--- src/rtl/multicycle_ctrl.sv ---
// multicycle_ctrl: FSM sequencing fetch/decode/exec/writeback for an 8-bit accumulator CPU
module multicycle_ctrl #(
  parameter int W = 8
) (
  input  logic         clk,
  input  logic         rst,
  input  logic         start,
  input  logic [7:0]   instr,
  input  logic         zero,
  output logic         ir_enb,
  output logic         pc_enb,
  output logic [1:0]   pc_sel,
  output logic         acc_enb,
  output logic [2:0]   alu_op,
  output logic         mem_we,
  output logic         busy,
  output logic         halted,
  output logic [2:0]   state,
  output logic [W-1:0] instr_cnt
);
  typedef enum logic [2:0] {IDLE = 3'd0, FETCH = 3'd1, DECODE = 3'd2, EXEC = 3'd3, WB = 3'd4, HALT = 3'd5} state_t;
  localparam logic [2:0] OP_NOP = 3'd0, OP_LDA = 3'd1, OP_STA = 3'd2, OP_ADD = 3'd3,
                         OP_SUB = 3'd4, OP_JMP = 3'd5, OP_JZ = 3'd6, OP_HLT = 3'd7;
  state_t state_q, nxt;
  logic retire;
  logic [2:0] op, alu;
  assign op = instr[7:5];
  assign alu = op == OP_ADD ? 3'b001 : op == OP_SUB ? 3'b010 : 3'b000;
  assign state = state_q;
  assign busy = state_q != IDLE && state_q != HALT;
  assign halted = state_q == HALT;
  always_comb begin
    nxt = state_q;
    ir_enb = 1'b0;
    pc_enb = 1'b0;
    pc_sel = 2'b00;
    acc_enb = 1'b0;
    alu_op = 3'b000;
    mem_we = 1'b0;
    retire = 1'b0;
    case (state_q)
      IDLE: nxt = start ? FETCH : IDLE;
      FETCH: begin
        ir_enb = 1'b1;
        pc_enb = 1'b1;
        pc_sel = 2'b01;
        nxt = DECODE;
      end
      DECODE: begin
        // zero only matters here, and only for JZ
        pc_enb = op == OP_JMP || (op == OP_JZ && zero);
        pc_sel = pc_enb ? 2'b10 : 2'b00;
        nxt = op == OP_HLT ? HALT
            : (op == OP_LDA || op == OP_STA || op == OP_ADD || op == OP_SUB) ? EXEC : FETCH;
        retire = op == OP_NOP || op == OP_JMP || op == OP_JZ || op == OP_HLT;
      end
      EXEC: begin
        alu_op = alu;
        mem_we = op == OP_STA;
        nxt = op == OP_STA ? FETCH : WB;
        retire = op == OP_STA;
      end
      WB: begin
        alu_op = alu;
        acc_enb = 1'b1;
        nxt = FETCH;
        retire = 1'b1;
      end
      HALT: nxt = HALT;
      default: nxt = IDLE;
    endcase
  end
  always_ff @(posedge clk) begin
    if (rst) begin
      state_q <= IDLE;
      instr_cnt <= '0;
    end else begin
      state_q <= nxt;
      if (retire) instr_cnt <= instr_cnt + 1'b1;
    end
  end
endmodule

--- config.mk ---
export PLATFORM = sky130hd
export DESIGN_NAME = multicycle_ctrl
export DESIGN_NICKNAME = d
export VERILOG_FILES = /design/src/rtl/multicycle_ctrl.sv
export SDC_FILE = /design/constraint.sdc
export NUM_CORES = 1
export LEC_CHECK = 0
export BUFFER_PORTS_ARGS = -buffer_cell sky130_fd_sc_hd__clkbuf_2
export CAP_MARGIN = 5
export CORE_UTILIZATION = 41
export DETAILED_ROUTE_END_ITERATION = 16
export HOLD_SLACK_MARGIN = 0.06
export PLACE_DENSITY = 0.82
export RECOVER_POWER = 100
export REMOVE_ABC_BUFFERS = 1
export SETUP_SLACK_MARGIN = 0.3
export SYNTH_ARGS = -nofsm -noshare
export SYNTH_HDL_FRONTEND = slang
export SYNTH_SLANG_ARGS = --single-unit
--- constraint.sdc ---
create_clock -name clk -period 1.7 [get_ports clk]
set_input_delay 0 -clock clk [delete_from_list [all_inputs] [get_ports clk]]
set_output_delay 0 -clock clk [all_outputs]
set_load 0.1 [all_outputs]
==> flow_metrics.tcl <==
set metrics [dict create \
    synth_top_family_by_area "simple AND/OR/NAND/NOR gates" \
    slew_headroom_pct 63.8 \
    final_min_period_over_clock_period_pct 92.5 \
    synth_top_area_share_pct 29.0 \
    synth_xor_xnor_area_share_pct 3.47 \
    die_h_um 45.0 \
    wl_met3_um 101 \
    synthSimpleGateAreaFrac_pct 33.5 \
    critical_path_buf_inv_count 0 \
    yosysWarningCount 0 \
    cts-root-to-sink-buffers 2 \
    largest_vdd_supply_drop_uv 523 \
    yosys.cell_types.count 31 \
    global_route_overflow 0 \
    htree_num_levels 1 \
    cts_tree "built" \
    route.detailed.vias_per_inst 5.13 \
    top_layer_used "met4" \
    synthMuxAreaShare_pct 6.27 \
    crit_chain "a2111o_1, nand3_1, nor3b_2, mux2_4" \
    place_congestion 0.818 \
    wirelength_met1_um 856 \
    synth_fa_ha_area_share_pct 1.65 \
    n_fill_cell 147 \
    critPathRequiredTime_ns 1.85 \
    core_area_um2 1730 \
    cts.root.buffer_cell "sky130_fd_sc_hd__clkbuf_4" \
    rsz0062_at_grt "yes" \
    ff_latch_area_um2 228 \
    cap_violations 0 \
    crit_path_top_delay_cell "sky130_fd_sc_hd__a2111o_1" \
    worst_path_dominant_cell_family "compound AO/OA/AOI/OAI gates" \
    gr-usage-all-layers_pct 19.8 \
    top_level_ports 34 \
    cp-start-kind "flip-flop" \
    die_width_um 45.0 \
    drt-total-wl_mm 2.07 \
    layout-drive-gt1-share_pct 50.7 \
    synthesis.area_per_instance_um2 7.82 \
    drv_slew 0 \
    fin_nets 148 \
    finish.utilization_pct 68.0 \
    worst_setup_path_end_kind "flip-flop" \
    routedWlPerCell_um 13.0 \
    multi_input_comb_area_um2 597 \
    finalSetupViolCount 0 \
    detailed_router_s_first_iteration_violation_count 17 \
    power.density_nw_per_um2 664 \
    residual_drc_count 0 \
    hold_buffers 0 \
    netlist_instances 97 \
    via_count 816 \
    worst-path-max-fanout 4 \
    worst_ep_arrival_time_ns 1.73 \
    worstMarginPinSlew_ns 0.546 \
    numCtsBuffers 3 \
    netlist_top_cells_area "sky130_fd_sc_hd__dfxtp_1, sky130_fd_sc_hd__nor2_1, sky130_fd_sc_hd__nor2b_1" \
    achievable_frequency_mhz 636 \
    final_antenna_diode_count 0 \
    total_leakage_power_nw 0.498 \
    pin_count_of_the_biggest_net_entering_global_routing 17 \
    initial_core_util_pct 43.9 \
    dr.pass1.iters 4 \
    critPathKind "flip-flop to flip-flop" \
    detailed_place.area_um2 1000 \
    design.die.area_um2 2030 \
    ant_nets 0 \
    met2WireLength_mm 1.06 \
    yosysSeqAreaShare_pct 29.0 \
    grt_pass1_wl_mm 3.02 \
    io_buffer_count 27 \
    synth_compound_area_share_pct 18.2 \
    clock_insertion_delay_worst_skew_ns 0.26 \
    outcome "finished, final reports clean" \
    dp.final_hpwl_mm 1.40 \
    ys_ff_latch 11 \
    antenna_found_initial 0 \
    max_stage_delay_ns 0.44 \
    syn_to_final_growth_pct 54.8 \
    floorplan.rows 15 \
    number_of_global_route_vias_before_repair 726 \
    final-hold-violation-count 0 \
    post_synth_instance_area_um2 758 \
    clock_tree_sinks 11 \
    worst_setup_hold_path_clk_slew_ns 0.07 \
    post-route-min-period_ns 1.57 \
    largest_area_contributor_in_the_synthesized_netlist "sky130_fd_sc_hd__dfxtp_1" \
    layout.cell_area.non_filler_um2 1170 \
    finClkSkew_ns 0.00136 \
    class_of_the_most_critical_hold_timing_path "input port to flip-flop" \
]
[power by group]
part,switching [mW],internal [mW],total (mW)
combinational,0.250,0.0811,0.331
clock,0.0849,0.0908,0.176
sequential,0.00918,0.264,0.273
[path summary, 6_finish.rpt]
kind | slack [ns] | from | endpoint | depth (start not counted)
hold reg to reg | 0.61 | instr_cnt[7]$_SDFFE_PP0P_ | instr_cnt[7]$_SDFFE_PP0P_ | 2
setup / recovery | 0.13 | state[2]$_SDFF_PP0_ | instr_cnt[6]$_SDFFE_PP0P_ | 4
hold / removal | 0.12 | rst | instr_cnt[2]$_SDFFE_PP0P_ | 2
setup reg to reg | 0.13 | state[2]$_SDFF_PP0_ | instr_cnt[6]$_SDFFE_PP0P_ | 4
[registers in the layout (all words and copies together) (netlist names)]
signal / count
instr_cnt: 8
state: 3
[cell families (layout without fill, tap and decap cells)]
kind of cell    Yosys count  count (layout)
simple gates             48              48
compound gates           18              18
flops                    11              11
buf+inv                  11              48
mux                       4               4
xor+xnor                  3               3
fa+ha+maj                 1               1
other cells               1               1
[layout by cell type, fill, tap and decap left out, drive strengths merged]
cell    Yosys  final
a2111o      1      1
buf         3     16
nor2       17     17
nand4b      1      1
nor3b       2      2
a31o        2      2
inv         4      4
a31oi       1      1
clkbuf      4     28
nand2b      3      3
a211oi      4      4
nand2       8      8
nor3        1      1
or3         1      1
ha          1      1
dfxtp      11     11
o21ai       3      3
and3        2      2
mux2i       1      1
nand3       6      6
o211ai      1      1
a21oi       6      6
nor2b       5      5
xnor2       3      3
nand4       2      2
mux2        3      3
conb        1      1
[cell type report]
cell class / count / share of cell area (%)
repair buffers: 40 / 23.6
well taps: 25 / 2.67
clock buffers: 4 / 2.24
inverters: 4 / 1.28
multi-input cells: 75 / 50.9
flip-flops and latches: 11 / 19.4
[cells in the mapped netlist, drive strengths merged]
cell type  instances
nand2              8
xnor2              3
nand3              6
mux2               3
a31o               2
a211oi             4
o211ai             1
ha                 1
dfxtp             11
nand4b             1
nand4              2
or3                1
nor3b              2
nand2b             3
a2111o             1
nor2b              5
conb               1
and3               2
clkbuf             4
a21oi              6
a31oi              1
nor3               1
inv                4
buf                3
mux2i              1
nor2              17
o21ai              3
[per-layer routing]
| layer | track usage, % | up-vias |
|---|---|---|
| met3 | 3.20 | 6 |
| met4 | 5.45 | 0 |
| met1 | 22.4 | 371 |
| met5 | 0 | - |
| li1 | - | 403 |
| met2 | 37.4 | 36 |
[what timing repair did]
| action | in CTS | in global routing |
|---|---|---|
| gates resized for setup | 22 | 30 |
| endpoints found under the setup margin | 16 | 16 |
| buffers inserted | 2 | 2 |
| pin swaps | 5 | 8 |
[per-stage QoR]
| step | power, mW | hold WS (ns) | worst slack [ns] | TNS [ns] | cells |
|---|---|---|---|---|---|
| 2_1_floorplan | 0.498 | 0.0724 | -2.13 | -16.98 | 90 |
| 3_3_place_gp | 0.567 | 0.375 | 0.0108 | 0 | 151 |
| 3_5_place_dp | 0.572 | 0.393 | -0.00365 | -0.00365 | 151 |
| 4_1_cts | 0.775 | 0.104 | 0.155 | 0 | 157 |
| 5_1_grt | 0.817 | 0.154 | 0.0680 | 0 | 159 |
| 6_report | 0.780 | 0.125 | 0.128 | 0 | 159 |
(Power assumes the default switching activity.)
